## src/rtl/osd_text_writer.sv

```systemverilog
// ----------------------------------------------------------------------------
// osd_text_writer
//
// Turns a byte stream of characters and control codes into tile-RAM writes
// for an on-screen-display text layer.  Keeps a text cursor, handles CR, LF,
// BS and FF, and runs a full-screen clear sweep (4096 writes) on FF.
//
// Optional feature (compile-time macro OSD_AUTOCLR_EN):
//   When defined, every row advance (LF, or wrap off the last column) also
//   clears the full 128-entry row the cursor moves onto.  That sweep runs in
//   state CLR_ROW.  When the macro is undefined, CLR_ROW does not exist and a
//   row advance only moves the cursor.
//
// Parameters:
//   COLS  visible text columns (1..128)
//   ROWS  visible text rows    (1..32)
//
// Ports:
//   clk        in   system clock, rising edge
//   reset      in   asynchronous active-high reset
//   cmd_valid  in   command byte present
//   cmd_ready  out  command accepted when cmd_valid && cmd_ready
//   cmd_data   in   [7] reverse attribute, [6:0] ASCII or control code
//   set_cur    in   one-cycle pulse loading the cursor (IDLE only)
//   cur_x_in   in   cursor column to load (clamped to COLS-1)
//   cur_y_in   in   cursor row to load (clamped to ROWS-1)
//   xt, yt     out  tile-RAM write column / row (registered)
//   ch_out     out  tile-RAM write data (registered)
//   we_ch      out  tile-RAM write enable (registered)
//   cur_x/y    out  current cursor position
//   busy       out  high while a clear sweep runs
// ----------------------------------------------------------------------------
module osd_text_writer #(
  parameter int COLS = 80,
  parameter int ROWS = 30
) (
  input  logic       clk,
  input  logic       reset,
  input  logic       cmd_valid,
  output logic       cmd_ready,
  input  logic [7:0] cmd_data,
  input  logic       set_cur,
  input  logic [6:0] cur_x_in,
  input  logic [4:0] cur_y_in,
  output logic [6:0] xt,
  output logic [4:0] yt,
  output logic [7:0] ch_out,
  output logic       we_ch,
  output logic [6:0] cur_x,
  output logic [4:0] cur_y,
  output logic       busy
);

  localparam logic [6:0] XMAX = 7'(COLS - 1);
  localparam logic [4:0] YMAX = 5'(ROWS - 1);

  localparam logic [6:0] C_BS = 7'h08;
  localparam logic [6:0] C_LF = 7'h0A;
  localparam logic [6:0] C_FF = 7'h0C;
  localparam logic [6:0] C_CR = 7'h0D;

`ifdef OSD_AUTOCLR_EN
  typedef enum logic [1:0] {IDLE = 2'd0, CLR_ALL = 2'd1, CLR_ROW = 2'd2} state_t;
`else
  typedef enum logic [1:0] {IDLE = 2'd0, CLR_ALL = 2'd1} state_t;
`endif

  state_t      state_q, state_d;
  logic [6:0]  cur_x_q, cur_x_d;
  logic [4:0]  cur_y_q, cur_y_d;
  logic [11:0] cnt_q, cnt_d;
  logic [6:0]  xt_q, xt_d;
  logic [4:0]  yt_q, yt_d;
  logic [7:0]  ch_q, ch_d;
  logic        we_q, we_d;

  logic [6:0]  code;
  logic        is_ctrl;
  logic        accept;
  logic        row_adv;

  function automatic logic [4:0] next_row(input logic [4:0] y);
    return (y == YMAX) ? 5'd0 : y + 5'd1;
  endfunction

  function automatic logic [6:0] clamp_x(input logic [6:0] x);
    return (x > XMAX) ? XMAX : x;
  endfunction

  function automatic logic [4:0] clamp_y(input logic [4:0] y);
    return (y > YMAX) ? YMAX : y;
  endfunction

  assign code      = cmd_data[6:0];
  // Bit 7 set turns any code, including control values, into a printable.
  assign is_ctrl   = !cmd_data[7] &&
                     ((code == C_BS) || (code == C_LF) || (code == C_FF) || (code == C_CR));
  assign cmd_ready = (state_q == IDLE) && !set_cur;
  assign accept    = cmd_valid && cmd_ready;
  assign row_adv   = accept && ((!is_ctrl && (cur_x_q == XMAX)) || (is_ctrl && (code == C_LF)));

  assign busy   = (state_q != IDLE);
  assign cur_x  = cur_x_q;
  assign cur_y  = cur_y_q;
  assign xt     = xt_q;
  assign yt     = yt_q;
  assign ch_out = ch_q;
  assign we_ch  = we_q;

  // ---- state register + datapath registers ----
  always_ff @(posedge clk or posedge reset) begin
    if (reset) begin
      state_q <= IDLE;
      cur_x_q <= '0;
      cur_y_q <= '0;
      cnt_q   <= '0;
      xt_q    <= '0;
      yt_q    <= '0;
      ch_q    <= '0;
      we_q    <= 1'b0;
    end else begin
      state_q <= state_d;
      cur_x_q <= cur_x_d;
      cur_y_q <= cur_y_d;
      cnt_q   <= cnt_d;
      xt_q    <= xt_d;
      yt_q    <= yt_d;
      ch_q    <= ch_d;
      we_q    <= we_d;
    end
  end

  // ---- next-state logic ----
  always_comb begin
    state_d = state_q;
    case (state_q)
      IDLE: begin
        if (accept && is_ctrl && (code == C_FF)) begin
          state_d = CLR_ALL;
        end
`ifdef OSD_AUTOCLR_EN
        else if (row_adv) begin
          state_d = CLR_ROW;
        end
`endif
      end
      CLR_ALL: begin
        if (cnt_q == 12'hFFF) state_d = IDLE;
      end
`ifdef OSD_AUTOCLR_EN
      CLR_ROW: begin
        if (cnt_q[6:0] == 7'h7F) state_d = IDLE;
      end
`endif
      default: state_d = IDLE;
    endcase
  end

  // ---- output / datapath logic ----
  always_comb begin
    cur_x_d = cur_x_q;
    cur_y_d = cur_y_q;
    cnt_d   = cnt_q;
    xt_d    = xt_q;
    yt_d    = yt_q;
    ch_d    = ch_q;
    we_d    = 1'b0;
    case (state_q)
      IDLE: begin
        // Any sweep starts from count 0 on the cycle after it is entered.
        cnt_d = '0;
        if (set_cur) begin
          cur_x_d = clamp_x(cur_x_in);
          cur_y_d = clamp_y(cur_y_in);
        end else if (accept) begin
          if (!is_ctrl) begin
            we_d = 1'b1;
            xt_d = cur_x_q;
            yt_d = cur_y_q;
            ch_d = cmd_data;
            if (row_adv) begin
              cur_x_d = '0;
              cur_y_d = next_row(cur_y_q);
            end else begin
              cur_x_d = cur_x_q + 7'd1;
            end
          end else begin
            case (code)
              C_CR: cur_x_d = '0;
              C_LF: begin
                cur_x_d = '0;
                cur_y_d = next_row(cur_y_q);
              end
              C_BS: begin
                if (cur_x_q != 7'd0) begin
                  cur_x_d = cur_x_q - 7'd1;
                  we_d    = 1'b1;
                  xt_d    = cur_x_q - 7'd1;
                  yt_d    = cur_y_q;
                  ch_d    = 8'h00;
                end
              end
              default: ;
            endcase
          end
        end
      end
      CLR_ALL: begin
        // Count walks the whole 128x32 tile space; row in [11:7], column in [6:0].
        we_d  = 1'b1;
        xt_d  = cnt_q[6:0];
        yt_d  = cnt_q[11:7];
        ch_d  = 8'h00;
        cnt_d = cnt_q + 12'd1;
        if (cnt_q == 12'hFFF) begin
          cur_x_d = '0;
          cur_y_d = '0;
        end
      end
`ifdef OSD_AUTOCLR_EN
      CLR_ROW: begin
        // Cursor already sits on the new row; clear all 128 tile columns of it.
        we_d  = 1'b1;
        xt_d  = cnt_q[6:0];
        yt_d  = cur_y_q;
        ch_d  = 8'h00;
        cnt_d = cnt_q + 12'd1;
      end
`endif
      default: ;
    endcase
  end

endmodule

```

## config.mk

```make
export PLATFORM = sky130hd
export DESIGN_NAME = osd_text_writer
export DESIGN_NICKNAME = d
export VERILOG_FILES = /design/src/rtl/osd_text_writer.sv
export SDC_FILE = /design/constraint.sdc
export NUM_CORES = 1
export LEC_CHECK = 0
export ABC_CLOCK_PERIOD_IN_PS = 3100
export CORE_MARGIN = 4
export CORE_UTILIZATION = 51
export CTS_CLUSTER_DIAMETER = 120
export DETAILED_ROUTE_END_ITERATION = 7
export PLACE_DENSITY = 0.8
export SETUP_SLACK_MARGIN = 0.3
export SLEW_MARGIN = 20
export SYNTH_ARGS = -nofsm -noshare
export SYNTH_HDL_FRONTEND = slang
export SYNTH_SLANG_ARGS = --single-unit
```

## constraint.sdc

```tcl
create_clock -name clk -period 3.1 [get_ports clk]
set_input_delay 0.62 -clock clk [delete_from_list [all_inputs] [get_ports clk]]
set_output_delay 0.62 -clock clk [all_outputs]
set_load 0.01 [all_outputs]
```

==> results by group <==
Yosys
  • Post-synth EDFFs: 0
  • Largest area contributor in the netlist: dfrtp_1
  • FF+latch count, synth: 46
  • Synth Flop Type: dfrtp_1
  • Post-Syn Area: 2790 µm²
  • Cell with the most instances after synthesis: dfrtp_1
  • Synth cell count leaders: 46 x dfrtp_1, 24 x nand2_1, 24 x nor2_1
  • Area share of the leading cell type in the synthesized netlist: 41.3%
  • Unique masters post-synth: 61
  • Ys Warns: 0
  • Sequential area share after synthesis: 41.3%
  • Syn_area_per_cell: 9.13 µm²
  • Mapped Cells: 305
  • Asr flop ratio synth: 100%
  • Mapped Nets: 335
  • Top cells by area, synth: dfrtp_1 41%, xnor2_1 3.8%, o21ai_0 3.2%

Hold path
  • Hold path start: xt[5]$_DFFE_PP0P_
  • Hold Crit Depth: 1
  • Worst hold path class: register to register
  • Hold Path End: xt[5]$_DFFE_PP0P_

Drt
  • DR pass1 iterations: 4
  • Via density: 5.92
  • 1st-iter DRT viols: 179
  • Detailed-route via count: 2577
  • Drt total wl: 7.15 mm
  • Final routed DRC violation total: 0
  • Routed len/inst: 16.4 µm
  • Routed Antenna Nets: 0

Worst setup path
  • Critical path cell sequence: clkdlybuf4s50_1 > or4b_1 > or3_4 > nor3_2 > a221o_1 > a221oi_1 > o41ai_1
  • CP endpoint kind: register
  • Reg2reg end: xt[6]$_DFFE_PP0P_
  • RR Startpoint: cur_x[0]$_DFFE_PP0P_
  • Worst Path Max Fanout: 5
  • Crit path max-delay family: simple AND/OR/NAND/NOR gates
  • Slowest stage delay, CP: 580 ps
  • CP Buf/Inv Count: 1
  • Path type of the worst setup path: input port to register
  • R2R setup slack: 730 ps
  • Critical path required time: 3300 ps
  • Slowest cell on the critical path: or4b_1
  • Worst Setup Start Kind: input port
  • Reg2reg path depth: 8
  • Arrival time worst endpoint: 2920 ps

Global routing
  • Tot GR Track Use: 22.6%
  • Grt total ovfl: 0
  • Initial antenna violation count: 0
  • Vias in the first global route: 2441
  • First-pass GRT wire length: 11.7 mm
  • Largest net degree at the start of global routing: 47

Power and ir drop
  • Leak Pwr: 1.47 nW
  • Maximum vdd ir drop: 0.242 mV
  • PD cells: 496 nW/µm²

Job
  • Max-cap violations: 0

Die
  • DIE HEIGHT: 81.9 µm
  • Die W: 81.9 µm
  • Die Area: 6710 µm²
  • Boundary pin count: 59
  • Core area: 5200 µm²
  • Num rows: 26
  • Initial Util: 53.5%

STA
  • Worst relative slew slack: 47.5%
  • Final setup violation count: 0
  • Clock Skew: 8.57 ps
  • RSZ-0062 raised after global routing: true
  • Max Freq: 0.368 GHz
  • Slew @ Worst Pin: 787 ps
  • Hold WS: 481 ps
  • Setup_tns: 0 ps
  • Period utilization: 87.7%
  • Final worst path period need: 2720 ps
  • Pins Over Slew Limit: 0
  • Final hold violations: 0

Placed design
  • Placed cell areas: 3460 µm²
  • Count of buffers from port buffering: 58
  • RD Place Congestion: 0.918
  • Placed Cells: 427
  • Hpwl dp: 5.24 mm

Cells and area
  • Layout Cells excl Fill: 435
  • Fin area: 3580 µm²
  • Filler Cell Count: 416
  • Share of cells above drive strength 1: 10.7%
  • Area grow syn2layout: 28.4%
  • Antenna cell count: 0
  • Fin nets: 394

Clock tree
  • CTS root buf: clkbuf_8
  • CTS Hold Bufs: 0
  • CTS max path bufs: 2
  • Clk sinks: 46
  • Clk_lat worst skew: 300 ps
  • H-tree levels: 2
  • CTS Buf Count: 5
  • Clock slew at reported path FFs: 90 ps
  • CTS tree: built

Status
  • Status: finished clean
report_power, final:
part           internal (W)  leakage [nW]  switching (W)
clock network      0.000241        0.0514       0.000207
logic              0.000299         0.840       0.000239
registers          0.000679         0.574       0.000109
total               0.00122          1.47       0.000555
worst reg2reg max path: stages, from the launching register on:
cell and delay [ps]:
dfrtp_1 530, inv_1 140, ha_1 240, or3b_2 500
nor3_1 300, nand2_1 120, xnor2_1 210, mux2i_1 110
o21ai_0 150
sequential cells by signal, summed over array words and instances (netlist names):
name and flops:
yt 5, cur_x 7, cnt_q 12, state_q 1, xt 7, ch_out 8
we_ch 1, cur_y 5
cell type report:
cell class                 count  area (µm²)  area share, %
tap                           70        87.6           2.45
timing repair buffer          70         671           18.7
clock inverter                 2        37.5           1.05
multi-input combinational    231        1520           42.5
clock buffer                   6        72.6           2.03
inverter                      10        38.8           1.08
sequential                    46        1150           32.2
kinds of logic after synthesis:
group,count (synthesis),synth area share [%]
AO/OA/AOI/OAI,85,23.2
XOR/XNOR,15,4.72
adder cells (fa/ha/maj),6,2.70
buffers and inverters,28,4.18
flip-flops,46,41.3
multiplexers,1,0.359
AND/OR/NAND/NOR,124,23.5
worst max path at each step:
stage,cells past startpoint,endpoint,startpoint
2_1_floorplan,7,cur_x[2]$_DFFE_PP0P_,cmd_data[4]
6_report,7,cur_x[3]$_DFFE_PP0P_,cmd_data[4]
5_1_grt,7,cur_x[3]$_DFFE_PP0P_,cmd_data[4]
3_3_place_gp,7,cur_x[2]$_DFFE_PP0P_,cmd_data[4]
3_5_place_dp,7,cur_x[2]$_DFFE_PP0P_,cmd_data[4]
4_1_cts,7,cur_x[2]$_DFFE_PP0P_,cmd_data[4]
placed cells by master, fill, tap and decap left out, types with 4 or more instances in the layout:
master | netlist | layout
and3_1 | 7 | 7
a22o_1 | 8 | 8
nor2_1 | 24 | 24
clkdlybuf4s50_1 | 0 | 58
nor3_1 | 11 | 11
xnor2_1 | 12 | 12
buf_4 | 2 | 12
a211oi_1 | 4 | 4
nand2b_1 | 9 | 9
a31oi_1 | 4 | 4
a21oi_1 | 10 | 10
inv_1 | 9 | 8
o21ai_0 | 18 | 17
nand2_1 | 24 | 24
dfrtp_1 | 46 | 46
clkbuf_8 | 0 | 5
and2_1 | 13 | 13
nand3_1 | 12 | 12
o221a_2 | 6 | 6
ha_1 | 6 | 6
nand4_1 | 5 | 5
stage by stage:
step / total power [W] / utilization (%) / setup slack [ps]
6_report: 0.00177 / 68.7 / 380
5_1_grt: 0.00187 / 68.7 / 283
4_1_cts: 0.00179 / 68.7 / 382
3_5_place_dp: 0.00134 / 66.6 / 78.9
3_3_place_gp: 0.00132 / 66.6 / 159
2_1_floorplan: 0.00106 / - / 690
timing repair:
item                                    CTS  global route
endpoints found under the setup margin    0             7
gates resized for setup                   0             2
setup buffers                             0             0
routing by layer:
metal	part of all wire (%)	up-vias	wire length [µm]	GRT usage (%)
li1	-	1240	-	-
met1	46	1234	3280	31.6
met2	47	92	3350	35.5
met3	5.6	11	403	3.62
met4	1.7	0	121	7.48
met5	0	-	0	0
Note: power is estimated with default switching activity, not from simulation.
